## config.mk

```make
export PLATFORM = sky130hd
export DESIGN_NAME = counter_driver
export DESIGN_NICKNAME = d
export VERILOG_FILES = /design/src/rtl/counter_driver_pkg.sv /design/src/rtl/counter_driver_rise_detect.sv /design/src/rtl/counter_driver.sv
export SDC_FILE = /design/constraint.sdc
export NUM_CORES = 1
export LEC_CHECK = 0
export BUFFER_PORTS_ARGS = -buffer_cell sky130_fd_sc_hd__buf_2
export CORE_UTILIZATION = 45
export DETAILED_ROUTE_END_ITERATION = 6
export GPL_ROUTABILITY_DRIVEN = 0
export GPL_TIMING_DRIVEN = 0
export PLACE_DENSITY = 0.63
export SETUP_SLACK_MARGIN = 0.5
export SLEW_MARGIN = 30
export SYNTH_ARGS = -nofsm -noshare
export SYNTH_HDL_FRONTEND = slang
export SYNTH_SLANG_ARGS = --single-unit
```

## constraint.sdc

```tcl
create_clock -name clk -period 6.15 [get_ports clk]
set_input_delay 1.23 -clock clk [delete_from_list [all_inputs] [get_ports clk]]
set_output_delay 1.23 -clock clk [all_outputs]
set_load 0.1 [all_outputs]
```

## src/rtl/counter_driver_pkg.sv

```systemverilog
// Shared definitions for the counter control interface and its driver.
// Holds the 2-bit control encodings used by both the counter and the
// driver, plus the driver FSM state encoding.
package counter_driver_pkg;

    localparam int unsigned CTRL_W = 2;

    localparam logic [CTRL_W-1:0] CTRL_HOLD = 2'b00;
    localparam logic [CTRL_W-1:0] CTRL_INC  = 2'b01;
    localparam logic [CTRL_W-1:0] CTRL_DEC  = 2'b10;
    localparam logic [CTRL_W-1:0] CTRL_RST  = 2'b11;

    typedef enum logic [1:0] {
        ST_IDLE   = 2'b00,
        ST_WAIT   = 2'b01,
        ST_REPEAT = 2'b10
    } drv_state_e;

endpackage

```

## src/rtl/counter_driver_rise_detect.sv

```systemverilog
// rise_detect: one-bit rising-edge detector.
// Ports:
//   clk, rst_n : clock and asynchronous active-low reset
//   level      : synchronous input level
//   rise_c     : level & ~previous level (combinational)
module rise_detect (
    input  logic clk,
    input  logic rst_n,
    input  logic level,
    output logic rise_c
);

    logic prev_q;

    // Previous-sample register
    always_ff @(posedge clk or negedge rst_n) begin
        if (!rst_n) begin
            prev_q <= 1'b0;
        end else begin
            prev_q <= level;
        end
    end

    assign rise_c = level & ~prev_q;

endmodule

```

## src/rtl/counter_driver.sv

```systemverilog
// counter_driver: turns level up/down requests and a clear pulse into
// single-cycle 2-bit counter commands with press-and-hold auto-repeat,
// saturating at 0 and MAX using a shadow copy of the counter value.
// Ports:
//   clk, rst_n       : clock, asynchronous active-low reset (shared with counter)
//   inc_req, dec_req : request levels, synchronous to clk
//   clr              : clear pulse, highest priority
//   control          : registered command (00 hold, 01 inc, 10 dec, 11 reset)
//   shadow           : registered mirror of the driven counter's value
//   at_max, at_min   : shadow == MAX / shadow == 0, combinational
module counter_driver
    import counter_driver_pkg::*;
#(
    parameter int unsigned W        = 4,
    parameter int unsigned MAX      = (2 ** W) - 1,
    parameter int unsigned HOLD_CYC = 8,
    parameter int unsigned RPT_CYC  = 4
) (
    input  logic         clk,
    input  logic         rst_n,
    input  logic         inc_req,
    input  logic         dec_req,
    input  logic         clr,
    output logic [1:0]   control,
    output logic [W-1:0] shadow,
    output logic         at_max,
    output logic         at_min
);

    localparam int unsigned TMAX = (HOLD_CYC > RPT_CYC) ? HOLD_CYC : RPT_CYC;
    localparam int unsigned TW   = $clog2(TMAX) + 1;

    drv_state_e      state_q, state_d;
    logic [TW-1:0]   timer_q, timer_d;
    logic            dir_inc_q, dir_inc_d;
    logic            arm_q;
    logic [1:0]      ctrl_d;
    logic [W-1:0]    shad_eff_c;
    logic            inc_rise_c, dec_rise_c;
    logic            dir_inc_c, dir_dec_c;
    logic            step_c;

    rise_detect u_rise_inc (
        .clk    (clk),
        .rst_n  (rst_n),
        .level  (inc_req),
        .rise_c (inc_rise_c)
    );

    rise_detect u_rise_dec (
        .clk    (clk),
        .rst_n  (rst_n),
        .level  (dec_req),
        .rise_c (dec_rise_c)
    );

    // Exactly one request high selects a direction; both or none is no request
    assign dir_inc_c = inc_req & ~dec_req;
    assign dir_dec_c = dec_req & ~inc_req;

    // Counter value once the command currently on the bus has been applied;
    // saturation is judged against this so back-to-back steps cannot overshoot
    always_comb begin
        shad_eff_c = shadow;
        case (control)
            CTRL_INC: shad_eff_c = shadow + W'(1);
            CTRL_DEC: shad_eff_c = shadow - W'(1);
            CTRL_RST: shad_eff_c = '0;
            default:  shad_eff_c = shadow;
        endcase
    end

    // Next-state, timer and command decode
    always_comb begin
        state_d   = state_q;
        timer_d   = timer_q;
        dir_inc_d = dir_inc_q;
        ctrl_d    = CTRL_HOLD;
        step_c    = 1'b0;

        if (clr) begin
            ctrl_d  = CTRL_RST;
            state_d = ST_IDLE;
            timer_d = '0;
        end else begin
            case (state_q)
                ST_IDLE: begin
                    // arm_q masks the first edge after reset so a request
                    // already held through reset is not taken as a new press
                    if (arm_q && ((dir_inc_c && inc_rise_c) ||
                                  (dir_dec_c && dec_rise_c))) begin
                        step_c    = 1'b1;
                        dir_inc_d = dir_inc_c;
                        state_d   = ST_WAIT;
                        timer_d   = TW'(HOLD_CYC - 1);
                    end
                end
                ST_WAIT, ST_REPEAT: begin
                    if (!(dir_inc_q ? dir_inc_c : dir_dec_c)) begin
                        state_d = ST_IDLE;
                        timer_d = '0;
                    end else if (timer_q == '0) begin
                        step_c  = 1'b1;
                        state_d = ST_REPEAT;
                        timer_d = TW'(RPT_CYC - 1);
                    end else begin
                        timer_d = timer_q - TW'(1);
                    end
                end
                default: begin
                    state_d = ST_IDLE;
                    timer_d = '0;
                end
            endcase

            // Saturated steps still advance the FSM but issue hold
            if (step_c) begin
                if (dir_inc_d) begin
                    if (shad_eff_c < W'(MAX)) begin
                        ctrl_d = CTRL_INC;
                    end
                end else if (shad_eff_c != '0) begin
                    ctrl_d = CTRL_DEC;
                end
            end
        end
    end

    // State, timer, command and shadow registers
    always_ff @(posedge clk or negedge rst_n) begin
        if (!rst_n) begin
            state_q   <= ST_IDLE;
            timer_q   <= '0;
            dir_inc_q <= 1'b0;
            arm_q     <= 1'b0;
            control   <= CTRL_HOLD;
            shadow    <= '0;
        end else begin
            state_q   <= state_d;
            timer_q   <= timer_d;
            dir_inc_q <= dir_inc_d;
            arm_q     <= 1'b1;
            control   <= ctrl_d;
            shadow    <= shad_eff_c;
        end
    end

    assign at_max = (shadow == W'(MAX));
    assign at_min = (shadow == '0);

endmodule

```

==> run summary <==
Routed WL per cell = 13.1 um
Cell taking the most area after synthesis = dfrtp_1
Iteration-0 DRC Markers = 12
Via Count = 794
IO Port Bufs = 12
Critical path's top delay family = buffers and inverters
Critical R2R Launch = control[0]
CP max-delay cell = buf_2
Multi-input logic area = 597 um^2
Vias in the first global route = 791
Gate count of the mapped netlist = 100
Core Util, Final = 52.7%
First-pass DRT Iterations = 4
Rows = 17
Register area share after synthesis = 38.6%
Hold Crit Depth = 2
Dpl hpwl = 1470 um
Total wire length = 1870 um
Synth cell count leaders = 16 x dfrtp_1, 11 x nand2_1, 8 x ha_1, 8 x inv_1
Wire length on met3 = 50 um
EDFF count, synth = 0
Layout cells sized above 1 = 27.0%
Die height = 50.0 um
Die ar. = 2500 um^2
Worst Setup SP = shadow[1]
LEAKAGE = 0.000565 uW
Initial Util = 47.3%
CTS clk-pin slew, worst paths = 90 ps
Antenna violations before repair = 0
Root Driver = clkbuf_4
Synth Register Bits = 16
Syn Nets = 114
Clock sinks = 16
Clock latency on the worst-skew pair = 290 ps
Yosys cell types = 43
Synthesized area = 1040 um^2
Top routing layer used = met4
Max rail drop VDD = 0.387 mV
Max Root-Sink Buffers = 2
GRT Util Overall = 17.6%
Cts hold-fix bufs = 0
RSZ-0062 raised after global routing = false
Fin. max-slew vios = 0
H-tree lvl count = 1
Max Freq = 0.359 GHz
DP Area = 1130 um^2
Core area = 2190 um^2
Vias/cell = 5.55
Worst-path fanout max = 6
Yosys warnings = 0
Post-CTS resize count = 0
Fin area = 1150 um^2
Diodes inserted = 0
Sequential cell area = 400 um^2
Setup Skew = 5.73 ps
Setup violators final = 0
Post-CTS setup repair buffer count = 0
Crit end category = output pin
Final std cells w/o fill = 143
Crit path cell chain = nor4_1 -> buf_2
R2R setup slack = 4010 ps
Antenna viol nets, final = 0
CTS buffer count = 3
MaxCap Viol Count = 0
Arr. time, crit path = 1550 ps
Dpl cells = 140
Final period util = 45.3%
Most used DFF post-synth = dfrtp_1
FFs w/ async S/R, synth = 100%
Routed wl met2 = 895 um
Largest net degree at the start of global routing = 17
P per Cell Area = 413 nW/um^2
Req. time, crit path = 4920 ps
Count leader, synth = dfrtp_1
Die X = 50.0 um
R2R depth = 7
CP Depth = 2
Filler instances = 200
Worst Hold End = state_q[1]
WP buf/inv = 1
Startpoint types = flop
Synth area leaders = dfrtp_1 39%, ha_1 9.7%, nand2_1 4.0%
Synthesized area per cell = 10.4 um^2
Run status = complete, no violations
Yosys top cell area share = 38.6%
M1 wire length = 895 um
Min Tclk post-route = 2780 ps
Min-delay worst type = reg -> reg
Area delta synth->final = 11.4%
Max incr delay on CP = 480 ps
Overflow after GRT = 0
FF-to-FF End = control[1]
Hold Vio Cnt, Final = 0
First-pass GRT wire length = 3310 um
I/O pins = 13
DRC viols = 0
Setup Crit Path Kind = reg -> out
Worst min-delay path startpoint = state_q[1]
CTS tree = done
Final net count = 131
Setup TNS = 0 ps
state kept, by name, summed over array words and instances (netlist names):
| register | count |
|---|---|
| u_rise_inc.prev_q | 1 |
| dir_inc_q | 1 |
| u_rise_dec.prev_q | 1 |
| state_q | 2 |
| shadow | 4 |
| arm_q | 1 |
| control | 2 |
| timer_q | 4 |
metal layers:
layer  vias up  track usage, %
li1        395               -
met1       381            21.7
met2        13            29.6
met3         5            2.78
met4         0            8.57
met5         -               0
cell families after synthesis:
kind of cell / after synthesis / synth area share [%]
simple gates: 32 / 19.8
compound gates: 27 / 20.5
flops: 16 / 38.6
buf+inv: 10 / 3.74
fa+ha+maj: 9 / 11.6
mux: 3 / 3.62
xor+xnor: 2 / 1.69
other cells: 1 / 0.362
cells in the final DEF (no fill, tap or decap), types with 3 or more instances in the layout:
cell      Yosys  final
ha_1          8      8
o21ai_2       3      3
clkbuf_4      0      3
o21ai_0       4      4
buf_2         1     13
nand2_1      11     11
inv_1         8      8
o21ai_1       4      4
nor2_1        4      4
a21oi_1       3      3
dfrtp_1      16     16
where the power goes:
group | internal, uW | switching, uW
combinational | 75.8 | 197
sequential | 125 | 23.5
clock | 22.8 | 33.0
total | 223 | 253
through the flow:
stage          hold WS [ps]  setup slack, ps  power, uW
4_1_cts                 534             3350        481
2_1_floorplan           478             1100        377
3_5_place_dp            512             3650        425
3_3_place_gp            508             3690        418
5_1_grt                 571             3280        506
6_report                529             3370        477
worst max path at each step:
stage	end	slack, ps
2_1_floorplan	at_min	1100
3_3_place_gp	dir_inc_q	3690
3_5_place_dp	state_q[1]	3650
4_1_cts	at_min	3350
5_1_grt	at_min	3280
6_report	at_min	3370
worst min-delay path, cell delays in order (launching register included):
cell     delay (ps)
dfrtp_1         370
o21ai_1          70
o41ai_1          60
layout make-up:
cell class	instances	area share, %
Multi-Input combinational cell	74	51.7
Buffer	1	0.434
Clock buffer	3	1.95
Inverter	9	2.93
Timing Repair Buffer	12	5.21
Tap cell	28	3.04
Sequential cell	16	34.7
(Power assumes the default switching activity.)
